**src/rtl/multihit_encoder.sv**
```systemverilog
// multihit_encoder
//   Registered, valid/ready index encoder for an N-bit request vector.
//   Modes: 00 strict one-hot (lowest index plus multi-hit error),
//          01 highest-priority index,
//          10 serialise every set bit, lowest first,
//          11 serialise every set bit, highest first.
//   A zero vector always produces one beat with out_hit=0.
//
// Ports
//   vccd1, vssd1  power/ground (USE_POWER_PINS only)
//   wb_clk_i      clock, rising edge
//   wb_rst_i      synchronous active-high reset
//   in_vec        request vector
//   in_mode       mode select
//   in_valid      request valid
//   in_ready      block can accept a request (IDLE, not in reset)
//   out_idx       emitted bit index
//   out_hit       1 when out_idx refers to a set bit
//   out_err       strict mode: captured vector had more than one bit set
//   out_count     popcount of captured vector
//   out_last      final beat for the captured vector
//   out_valid     output beat valid
//   out_ready     downstream accepts beat
module multihit_encoder #(
  parameter int unsigned N = 64,
  localparam int unsigned K = $clog2(N)
) (
`ifdef USE_POWER_PINS
  inout  wire           vccd1,
  inout  wire           vssd1,
`endif
  input  logic          wb_clk_i,
  input  logic          wb_rst_i,
  input  logic [N-1:0]  in_vec,
  input  logic [1:0]    in_mode,
  input  logic          in_valid,
  output logic          in_ready,
  output logic [K-1:0]  out_idx,
  output logic          out_hit,
  output logic          out_err,
  output logic [K:0]    out_count,
  output logic          out_last,
  output logic          out_valid,
  input  logic          out_ready
);

  typedef enum logic [0:0] {StIdle, StEmit} state_e;

  state_e       r_state;
  logic [N-1:0] r_pending;
  logic [1:0]   r_mode;
  logic [K:0]   r_count;

  state_e       w_state_d;
  logic [N-1:0] w_pending_d;
  logic [1:0]   w_mode_d;
  logic [K:0]   w_count_d;

  logic [K-1:0] w_lo_idx;
  logic [K-1:0] w_hi_idx;
  logic [K-1:0] w_sel_idx;
  logic [K:0]   w_popcount;
  logic         w_emit;
  logic         w_nonzero;
  logic         w_at_most_one;
  logic         w_last;
  logic [N-1:0] w_clear_mask;

  // Lowest and highest set bit of the pending vector; both 0 when pending is empty.
  always_comb begin
    w_lo_idx = '0;
    for (int i = int'(N) - 1; i >= 0; i--) begin
      if (r_pending[i]) w_lo_idx = K'(i);
    end
  end

  always_comb begin
    w_hi_idx = '0;
    for (int i = 0; i < int'(N); i++) begin
      if (r_pending[i]) w_hi_idx = K'(i);
    end
  end

  // Summed at K+1 bits so an all-ones vector does not wrap.
  always_comb begin
    w_popcount = '0;
    for (int i = 0; i < int'(N); i++) begin
      w_popcount = w_popcount + (K+1)'(in_vec[i]);
    end
  end

  assign w_emit        = (r_state == StEmit);
  assign w_nonzero     = |r_pending;
  // True for zero or exactly one pending bit.
  assign w_at_most_one = ((r_pending & (r_pending - N'(1))) == '0);
  // mode[0] picks the high end (01 priority-high, 11 descending).
  assign w_sel_idx     = r_mode[0] ? w_hi_idx : w_lo_idx;
  // Single-beat modes always finish in one beat; serial modes finish on the last pending bit.
  assign w_last        = r_mode[1] ? w_at_most_one : 1'b1;
  assign w_clear_mask  = N'(1) << w_sel_idx;

  always_comb begin
    w_state_d   = r_state;
    w_pending_d = r_pending;
    w_mode_d    = r_mode;
    w_count_d   = r_count;
    unique case (r_state)
      StIdle: begin
        if (in_valid) begin
          w_pending_d = in_vec;
          w_mode_d    = in_mode;
          w_count_d   = w_popcount;
          w_state_d   = StEmit;
        end
      end
      StEmit: begin
        if (out_ready) begin
          if (w_last) begin
            w_pending_d = '0;
            w_state_d   = StIdle;
          end else begin
            w_pending_d = r_pending & ~w_clear_mask;
          end
        end
      end
      default: w_state_d = StIdle;
    endcase
  end

  always_ff @(posedge wb_clk_i) begin
    if (wb_rst_i) begin
      r_state   <= StIdle;
      r_pending <= '0;
      r_mode    <= 2'b00;
      r_count   <= '0;
    end else begin
      r_state   <= w_state_d;
      r_pending <= w_pending_d;
      r_mode    <= w_mode_d;
      r_count   <= w_count_d;
    end
  end

  // Outputs decode registered state only; no in_* to out_* path.
  assign in_ready  = (r_state == StIdle) & ~wb_rst_i;
  assign out_valid = w_emit;
  assign out_idx   = w_emit ? w_sel_idx : '0;
  assign out_hit   = w_emit & w_nonzero;
  assign out_err   = w_emit & (r_mode == 2'b00) & (r_count > (K+1)'(1));
  assign out_last  = w_emit & w_last;
  assign out_count = r_count;

endmodule

```
**config.mk**
```make
export PLATFORM = sky130hd
export DESIGN_NAME = multihit_encoder
export DESIGN_NICKNAME = d
export VERILOG_FILES = /design/src/rtl/multihit_encoder.sv
export SDC_FILE = /design/constraint.sdc
export NUM_CORES = 1
export LEC_CHECK = 0
export CORE_ASPECT_RATIO = 1.25
export CORE_MARGIN = 2
export CORE_UTILIZATION = 50
export DETAILED_ROUTE_END_ITERATION = 8
export PLACE_DENSITY_LB_ADDON = 0.08
export SLEW_MARGIN = 40
export SYNTH_ARGS = -nofsm -noshare
export SYNTH_HDL_FRONTEND = slang
export SYNTH_SLANG_ARGS = --single-unit
export TNS_END_PERCENT = 30
```
**constraint.sdc**
```tcl
create_clock -name wb_clk_i -period 10.6 [get_ports wb_clk_i]
set_clock_uncertainty 0.1 [all_clocks]
set_input_delay 2.12 -clock wb_clk_i [delete_from_list [all_inputs] [get_ports wb_clk_i]]
set_output_delay 2.12 -clock wb_clk_i [all_outputs]
set_load 0.05 [all_outputs]
```
==> results of run 1 <==
-- state kept, by name (all words and copies together), names as in the netlist --
signal / flops
r_pending: 64
r_mode: 2
out_valid: 1
out_count: 7
-- placed cells by master (no fill, tap or decap), types with 14 or more instances in the layout --
cell type	Yosys	final
mux2i_1	26	26
nand2_1	97	97
nor3b_1	23	23
clkdlybuf4s50_1	0	87
fa_1	54	54
nor2_1	78	78
a31o_1	14	14
nor3_1	31	30
o22ai_1	30	30
nand4_1	19	19
o31ai_1	15	15
nor4_1	21	21
o21ai_0	33	33
dfxtp_1	74	73
o21ai_1	16	16
inv_1	104	104
ha_1	15	15
a21oi_1	91	90
-- power breakdown --
group          switching [mW]  internal (mW)  total (mW)
clock                   0.120          0.164       0.284
combinational            1.09          0.913        2.00
sequential             0.0597          0.308       0.367
total                    1.27           1.38        2.65
-- cell families (layout without fill, tap and decap cells) --
kind of cell,count (synthesis),count (layout),synth area share
buf+inv,207,216,0.108
mux,26,26,0.0328
flops,74,74,0.187
compound gates,305,305,0.261
simple gates,363,363,0.245
fa+ha+maj,71,71,0.163
xor+xnor,3,3,0.00331
-- per-layer routing --
layer,GRT usage,vias up,share of wire
met5,0,-,0
met1,0.487,3977,0.42
met2,0.540,475,0.46
met3,0.0496,85,0.085
met4,0.145,0,0.040
li1,-,3764,-
-- path summary, 6_finish.rpt --
kind,from,end
worst min-delay path,out_count[0],out_count[0]
worst max register to register,r_pending[0],r_pending[27]
worst min register to register,out_count[0],out_count[0]
worst max-delay path,in_vec[59],out_count[6]
-- critical path, delay by kind of cell --
| kind | cells | cell delay, ns |
|---|---|---|
| buf+inv | 8 | 0.89 |
| fa+ha+maj | 10 | 4.44 |
| simple gates | 3 | 0.45 |
| compound gates | 3 | 0.27 |
-- cell type report --
class                   instances  area [µm²]
flip-flops and latches         74        1480
well taps                     212         265
inverters                     104         390
clock inverters                 3        15.0
clock buffers                  13         250
fillers                      1519        6600
multi-input cells             768        5630
repair buffers                 96         938
==> flow_metrics.py, run 1 <==
metrics = {
    "run_status": {
        "status": "finished, final reports clean",
    },
    "flow_run": {
        "max-cap-violations": 0,
    },
    "sta": {
        "timing.hold.ws_ns": 0.355,
        "finalMaxSlewViolations": 0,
        "relSlewSlack": 0.427,
        "finalSetupViolCount": 0,
        "rsz0062_at_grt": "false",
        "fin_tns_setup_ns": 0,
        "tightest_slew_ns": 0.856,
        "hold_viol": 0,
        "fmax_mhz": 124,
        "fin_ws_ns": 2.53,
        "period_minus_slack_ns": 8.07,
        "period_share": 0.761,
    },
    "critical_path": {
        "path_max_fanout": 2,
        "criticalPathCategory": "in2reg",
        "cp_data_required_time_ns": 10.75,
        "cp_cell_sequence": "clkdlybuf4s50_1 -> inv_1 -> fa_1 -> fa_1 -> inv_1 -> fa_1 -> inv_1 -> fa_1 -> inv_1 -> fa_1 -> inv_1 -> fa_1 -> fa_1 -> fa_1 -> inv_1 -> ha_1 -> inv_1 -> fa_1 -> nor2b_1 -> o21ai_0 -> nand2b_1 -> a21o_1 -> a211oi_1 -> nor3_1",
        "crit_arrival_ns": 8.22,
        "cpMaxStageDelayCell": "fa_1",
        "critPathLaunchType": "input port",
        "slowest_delay_ns": 0.52,
        "crit_top_cell": "fa_1",
        "r2r_slack_ns": 6.14,
        "r2r_cells": 9,
        "worst_setup_path_end_kind": "flop",
    },
    "min_path": {
        "hold_class": "reg2reg",
        "worstHoldPathCells": 2,
    },
    "placement": {
        "placed_cell_area_um2": 8710,
        "hpwlAfterDp_um": 21300,
        "dp_cells": 1254,
        "port_buffers": 87,
        "post-place-ws_ns": 2.18,
        "gp_congestion": 0.927,
    },
    "logic_synthesis": {
        "yosys-top-cells-area": "dfxtp_1 (19%), fa_1 (14%), a21oi_1 (5.7%), inv_1 (4.9%), nand2_1 (4.6%)",
        "syn_inst": 1049,
        "async_flop_share": 0,
        "synth_common_cells": "inv_1 (104), nand2_1 (97), a21oi_1 (91)",
        "synth_seq_cells": 74,
        "synth_nets": 1188,
        "avgSynthCellArea_um2": 7.56,
        "yosysWarnings": 0,
        "syn-cell-area_um2": 7930,
        "yosysMostFrequentCell": "inv_1",
        "synth_edf_count": 0,
        "synth_largest_area_cell": "dfxtp_1",
        "seq_area_frac_synth": 0.187,
        "ys_types": 78,
        "synth_top_area_share": 0.187,
        "synth_ff_type": "dfxtp_1",
    },
    "clocking": {
        "cts_setup_buffers": 0,
        "clkLatencyLatePin_ns": 0.33,
        "cts_num_sinks": 74,
        "cts_tree": "yes",
        "numCtsBuffers": 9,
        "cts_resized": 0,
        "path_clk_slew_ns": 0.06,
        "cts_root_buffer": "clkbuf_16",
        "htreeDepth": 3,
        "cts.path.max_buffers": 2,
        "hold_buffers": 0,
    },
    "finish": {
        "finish.utilization": 0.576,
        "nets": 1192,
        "drive_above_1_share": 0.0539,
        "design_area_um2": 8970,
        "layout.cells.non_filler": 1270,
        "antenna_cells": 0,
        "syn_to_final_growth_pct": 13.2,
    },
    "floorplanning": {
        "fp.dieW_um": 117,
        "floorplan.die.height_um": 145,
        "io_pins": 88,
        "die_area_um2": 16900,
        "initial_core_util": 0.509,
        "fp-row-count": 51,
        "core_area_um2": 15600,
    },
    "grt": {
        "overflow": 0,
        "grt_pass1_wl_um": 44500,
        "antenna_found_initial": 0,
        "grt_pass1_vias": 7827,
        "grt_max_degree": 65,
        "grt_usage": 0.348,
    },
    "power_and_ir_drop": {
        "irDropWorstVdd_v": 0.000865,
        "p_per_area_nw_per_um2": 296,
        "design_power_total_mw": 2.65,
        "leakagePower_nw": 3.38,
    },
    "drt": {
        "first_pass_iters": 6,
        "vias": 8301,
        "drc_errors": 0,
        "post_drt_wl_per_cell_um": 22.6,
        "ant_nets": 0,
        "drtIter0Drc": 1078,
        "vias_per_cell": 6.54,
        "finalWirelength_um": 28700,
    },
}
Power figures use the tool's default switching activity.
==> run 2, diff against run 1 <==
==> constraint.sdc (replaced) <==
create_clock -name wb_clk_i -period 7.5 [get_ports wb_clk_i]
set_clock_uncertainty 0.1 [all_clocks]
set_input_delay 1.5 -clock wb_clk_i [delete_from_list [all_inputs] [get_ports wb_clk_i]]
set_output_delay 1.5 -clock wb_clk_i [all_outputs]
set_load 0.05 [all_outputs]
==> run 2 against run 1 <==
Cell count grew 2.4%. Largest cell class unchanged. First-iteration DRC count decreased by 5.3%. Critical endpoint is now out_count[4]. Global-route usage increased by 0.15 points.
==> flow_metrics.py, run 2 (synthesis gave the netlist of run 1 again) <==
metrics = {
    "clocking": {
        "path_clk_slew_ns": 0.06,
        "cts_num_sinks": 74,
        "clkLatencyLatePin_ns": 0.35,
        "hold_buffers": 0,
        "htreeDepth": 3,
        "cts.path.max_buffers": 2,
        "numCtsBuffers": 9,
        "cts_root_buffer": "clkbuf_16",
        "cts_tree": "yes",
    },
    "sta": {
        "period_share": 0.973,
        "tightest_slew_ns": 0.867,
        "timing.hold.ws_ns": 0.355,
        "relSlewSlack": 0.417,
        "period_minus_slack_ns": 7.30,
        "finalMaxSlewViolations": 0,
        "fmax_mhz": 137,
        "finalSetupViolCount": 0,
        "rsz0062_at_grt": "true",
        "hold_viol": 0,
    },
    "placement": {
        "hpwlAfterDp_um": 21300,
        "placed_cell_area_um2": 8950,
        "dp_cells": 1285,
        "gp_congestion": 0.967,
        "port_buffers": 87,
    },
    "finish": {
        "finish.utilization": 0.601,
        "mostFrequentLayoutCells": "inv_1 (103), nand2_1 (97), a21oi_1 (88)",
        "nets": 1224,
        "layout.cells.most_common": "inv_1",
        "design_area_um2": 9360,
        "layout.cells.non_filler": 1301,
        "antenna_cells": 0,
        "largest-register": "r_pending",
        "largest_reg_flops": 64,
        "fillCellCount": 1503,
        "drive_above_1_share": 0.0918,
        "syn_to_final_growth_pct": 18.1,
    },
    "drt": {
        "top_layer": "met4",
        "first_pass_iters": 6,
        "vias_per_cell": 6.44,
        "ant_nets": 0,
        "routed-wl-met3_um": 2530,
        "finalWirelength_um": 28500,
        "dr_wl_met2_um": 12800,
        "vias": 8375,
        "drt-met1-wl_um": 11800,
        "post_drt_wl_per_cell_um": 21.9,
        "drc_errors": 0,
        "drtIter0Drc": 1021,
    },
    "critical_path": {
        "reg2reg_from": "r_pending[0]",
        "slowest_delay_ns": 0.57,
        "critPathCapture": "out_count[4]",
        "crit_arrival_ns": 7.47,
        "path_max_fanout": 2,
        "r2r_cells": 9,
        "worst_setup_path_end_kind": "flop",
        "crit_top_cell": "fa_1",
        "r2r_slack_ns": 3.22,
        "criticalPathCategory": "in2reg",
        "cp_cell_sequence": "clkdlybuf4s50_1 -> fa_1 -> inv_1 -> fa_1 -> fa_1 -> inv_1 -> fa_1 -> inv_1 -> fa_1 -> fa_1 -> fa_1 -> fa_1 -> inv_1 -> ha_2 -> inv_1 -> fa_2 -> nor2b_2 -> o21ai_1 -> nand2b_1 -> xor2_1 -> nand2_1 -> a21oi_2",
        "rr_endpoint": "r_pending[63]",
        "critPathLaunchType": "input port",
        "cp_data_required_time_ns": 7.67,
        "cpMaxStageDelayCell": "fa_1",
        "setup.worst_path.start": "in_vec[33]",
    },
    "floorplanning": {
        "initial_core_util": 0.509,
        "fp-row-count": 51,
        "fp.dieW_um": 117,
        "io_pins": 88,
        "floorplan.die.height_um": 145,
        "core_area_um2": 15600,
        "die_area_um2": 16900,
    },
    "flow_run": {
        "max-cap-violations": 0,
    },
    "min_path": {
        "hold_class": "reg2reg",
    },
    "power_and_ir_drop": {
        "irDropWorstVdd_v": 0.00137,
        "p_per_area_nw_per_um2": 469,
        "leakagePower_nw": 3.64,
    },
    "grt": {
        "grt_pass1_vias": 7818,
        "grt_pass1_wl_um": 44500,
        "grt_max_degree": 71,
        "overflow": 0,
        "antenna_found_initial": 0,
        "grt_usage": 0.350,
    },
    "run_status": {
        "status": "finished, final reports clean",
    },
}
==> run 2: changes by cell type in the layout (fill, tap and decap cells not counted), sizes merged <==
| cell | delta |
|---|---|
| buf | +32 |
| clkdlybuf4s50 | -7 |
| dlymetal6s2s | +7 |
| bufinv | +4 |
| clkbuf | -4 |
| clkinv | -1 |
==> run 2: layout make-up <==
cell class	instances	area, µm²	area share
timing repair buffer	128	1200	0.128
clock buffer	9	225	0.0241
tap	212	265	0.0283
clock inverter	6	130	0.0139
sequential	74	1480	0.158
inverter	104	390	0.0417
multi-input combinational	768	5670	0.605
==> run 2: stage by stage <==
step | setup WS, ns | total power, mW | setup TNS, ns
after floorplan | 0.509 | 2.69 | 0
after global placement | -0.217 | 3.54 | -0.568
after detailed placement | -0.298 | 3.57 | -0.846
after CTS | 0.0508 | 4.14 | 0
after global routing | -0.0196 | 4.85 | -0.0343
final | 0.203 | 4.39 | 0
==> run 2: repair_timing <==
| action | 4_1_cts | 5_1_grt |
|---|---|---|
| gates resized for setup | 0 | 16 |
| buffers inserted | 0 | 1 |
| endpoints found under the hold margin | 0 | 0 |
| setup endpoints to repair | 0 | 3 |
==> run 2: critical path, delay by kind of cell <==
| kind | cells | cell delay [ns] |
|---|---|---|
| compound gates | 2 | 0.22 |
| simple gates | 3 | 0.33 |
| buf+inv | 6 | 0.81 |
| fa+ha+maj | 10 | 4.46 |
| xor+xnor | 1 | 0.15 |
==> run 2: how the worst min path moves through the flow <==
stage                         endpoint  slack [ns]  cells past startpoint          from
final                     out_count[0]        0.36                      2  out_count[0]
after CTS                 out_count[0]        0.36                      2  out_count[0]
after global routing      out_count[0]        0.39                      2  out_count[0]
after global placement    out_count[0]        0.34                      2  out_count[0]
after detailed placement  out_count[0]        0.35                      2  out_count[0]
after floorplan              r_mode[1]        0.36                      2     r_mode[1]
==> run 2: per-layer routing <==
layer,up-vias,global-route usage
li1,3837,-
met1,3989,0.483
met2,458,0.531
met3,91,0.0658
met4,0,0.159
met5,-,0
==> run 2: where the power goes <==
| group | internal, mW | leakage (nW) | total [mW] | switching, mW |
|---|---|---|---|---|
| registers | 0.435 | 0.607 | 0.512 | 0.0775 |
| clock network | 0.356 | 0.175 | 0.537 | 0.181 |
| logic | 1.60 | 2.86 | 3.34 | 1.74 |
| total | 2.39 | 3.64 | 4.39 | 2.00 |
==> run 3, diff against run 2 <==
--- a/config.mk
+++ b/config.mk
@@ -9,6 +9,7 @@
 export CORE_MARGIN = 2
 export CORE_UTILIZATION = 50
 export DETAILED_ROUTE_END_ITERATION = 8
+export MAX_ROUTING_LAYER = met4
 export PLACE_DENSITY_LB_ADDON = 0.08
 export SLEW_MARGIN = 40
 export SYNTH_ARGS = -nofsm -noshare
==> constraint.sdc (replaced) <==
create_clock -name wb_clk_i -period 8.1 [get_ports wb_clk_i]
set_clock_uncertainty 0.1 [all_clocks]
set_input_delay 1.62 -clock wb_clk_i [delete_from_list [all_inputs] [get_ports wb_clk_i]]
set_output_delay 1.62 -clock wb_clk_i [all_outputs]
set_load 0.05 [all_outputs]
==> run 3 against run 2 <==
Worst hold slack improved by 0.0053 ns. Sequential power down 6.6%. Largest power group unchanged. Clock power is 14% lower. Via count shrank 0.85%. Combinational power shrank 21%.
==> flow_metrics.py, run 3 (synthesis gave the netlist of run 1 again) <==
metrics = {
    "finish": {
        "finish.utilization": 0.583,
        "largest_reg_flops": 64,
        "drive_above_1_share": 0.0575,
        "antenna_cells": 0,
        "layout.cells.non_filler": 1272,
        "layout.cells.most_common": "inv_1",
        "syn_to_final_growth_pct": 14.5,
        "largest-register": "r_pending",
        "mostFrequentLayoutCells": "inv_1 (104), nand2_1 (97), a21oi_1 (90)",
        "nets": 1194,
    },
    "critical_path": {
        "critPathLaunchType": "input port",
        "criticalPathCategory": "in2reg",
        "crit_arrival_ns": 7.73,
        "cp_cell_sequence": "clkdlybuf4s50_1 -> inv_1 -> fa_1 -> fa_1 -> inv_1 -> fa_1 -> inv_1 -> fa_1 -> inv_1 -> fa_1 -> inv_1 -> fa_1 -> fa_1 -> fa_1 -> inv_1 -> ha_1 -> inv_1 -> fa_1 -> nor2b_1 -> o21ai_0 -> nand2b_1 -> xor2_1 -> nand2_1 -> a21oi_1",
        "r2r_cells": 11,
        "slowest_delay_ns": 0.52,
        "crit_top_cell": "fa_1",
        "worst_setup_path_end_kind": "flop",
        "rr_endpoint": "r_pending[28]",
        "cp_data_required_time_ns": 8.26,
        "path_max_fanout": 2,
        "reg2reg_from": "r_pending[0]",
        "r2r_slack_ns": 3.64,
        "cpMaxStageDelayCell": "fa_1",
    },
    "placement": {
        "hpwlAfterDp_um": 21200,
        "dp_cells": 1256,
        "gp_congestion": 0.950,
        "port_buffers": 87,
    },
    "grt": {
        "grt_pass1_wl_um": 43900,
        "busiest_layer": "met2",
        "met1_usage": 0.499,
        "antenna_found_initial": 0,
        "grt_usage": 0.355,
        "use_met3": 0.0421,
        "grtUsageMet2": 0.520,
        "grt_pass1_vias": 7612,
        "overflow": 0,
        "grt_max_degree": 92,
    },
    "sta": {
        "finalSetupViolCount": 0,
        "period_minus_slack_ns": 7.57,
        "hold_viol": 0,
        "tightest_slew_ns": 0.820,
        "fin_tns_setup_ns": 0,
        "period_share": 0.935,
        "relSlewSlack": 0.451,
        "finalMaxSlewViolations": 0,
        "rsz0062_at_grt": "false",
        "fmax_mhz": 132,
    },
    "clocking": {
        "cts_tree": "yes",
        "numCtsBuffers": 9,
        "clkLatencyLatePin_ns": 0.34,
        "hold_buffers": 0,
        "cts_resized": 0,
        "cts.path.max_buffers": 2,
        "cts_setup_buffers": 0,
        "cts_num_sinks": 74,
        "cts_root_buffer": "clkbuf_16",
        "path_clk_slew_ns": 0.06,
        "htreeDepth": 3,
    },
    "power_and_ir_drop": {
        "p_per_area_nw_per_um2": 395,
        "p_clk_frac": 0.129,
        "p_int_mw": 1.90,
        "irDropWorstVdd_v": 0.00104,
        "pwr-share-seq": 0.133,
        "swShare": 0.469,
        "p_comb_frac": 0.737,
        "p_sw_mw": 1.68,
        "leakagePower_nw": 3.42,
    },
    "drt": {
        "vias": 8304,
        "first_pass_iters": 7,
        "ant_nets": 0,
        "drtIter0Drc": 1036,
        "drc_errors": 0,
        "vias_per_cell": 6.53,
        "post_drt_wl_per_cell_um": 22.3,
        "finalWirelength_um": 28300,
    },
    "floorplanning": {
        "fp-row-count": 51,
        "core_area_um2": 15600,
        "io_pins": 88,
        "initial_core_util": 0.509,
        "die_area_um2": 16900,
        "fp.dieW_um": 117,
        "floorplan.die.height_um": 145,
    },
    "flow_run": {
        "max-cap-violations": 0,
    },
    "run_status": {
        "status": "finished, final reports clean",
    },
    "min_path": {
        "hold_class": "reg2reg",
        "worstHoldStart": "out_count[0]",
        "hold_end": "out_count[0]",
        "worstHoldPathCells": 2,
    },
}
==> run 3: worst max-delay path, delay by kind of cell <==
family | cells | cell delay (ns)
fa+ha+maj | 10 | 4.45
simple gates | 3 | 0.32
xor+xnor | 1 | 0.15
compound gates | 2 | 0.26
buf+inv | 8 | 0.93
==> run 3: final cells by class <==
type	instances	area, µm²
inverter	104	390
fill	1539	6500
timing repair buffer	98	957
clock buffer	11	233
multi-input combinational	768	5640
tap	212	265
sequential	74	1480
clock inverter	5	103
==> run 3: power by group through the flow <==
stage               registers [mW]  clock network, mW  logic (mW)
global placement             0.481                  0        2.61
global route                 0.482              0.482        3.01
CTS                          0.473              0.466        2.66
finish                       0.478              0.463        2.64
floorplan                    0.457                  0        2.04
detailed placement           0.481                  0        2.64
==> run 3: worst max-delay path by stage <==
stage / startpoint / end / cells after the start
detailed placement: in_vec[59] / out_count[5] / 23
floorplan: in_vec[59] / out_count[5] / 22
global placement: in_vec[59] / out_count[4] / 24
CTS: in_vec[35] / out_count[4] / 22
finish: in_vec[59] / out_count[4] / 24
global route: in_vec[59] / out_count[5] / 23
==> run 3: per-layer routing <==
| layer | wire length, µm | vias up |
|---|---|---|
| met4 | 1150 | 0 |
| met3 | 2400 | 81 |
| met1 | 12000 | 3991 |
| met5 | 0 | - |
| met2 | 12800 | 461 |
| li1 | - | 3771 |
==> run 3: metrics by stage <==
stage	hold slack, ns	total power [mW]	instance area [µm²]	worst slack [ns]
final	0.361	3.58	9070	0.528
after global routing	0.391	3.98	9070	0.244
after CTS	0.363	3.60	9070	0.506
after detailed placement	0.354	3.12	8740	0.186
after global placement	0.345	3.09	8700	0.246
after floorplan	0.359	2.49	7930	0.989
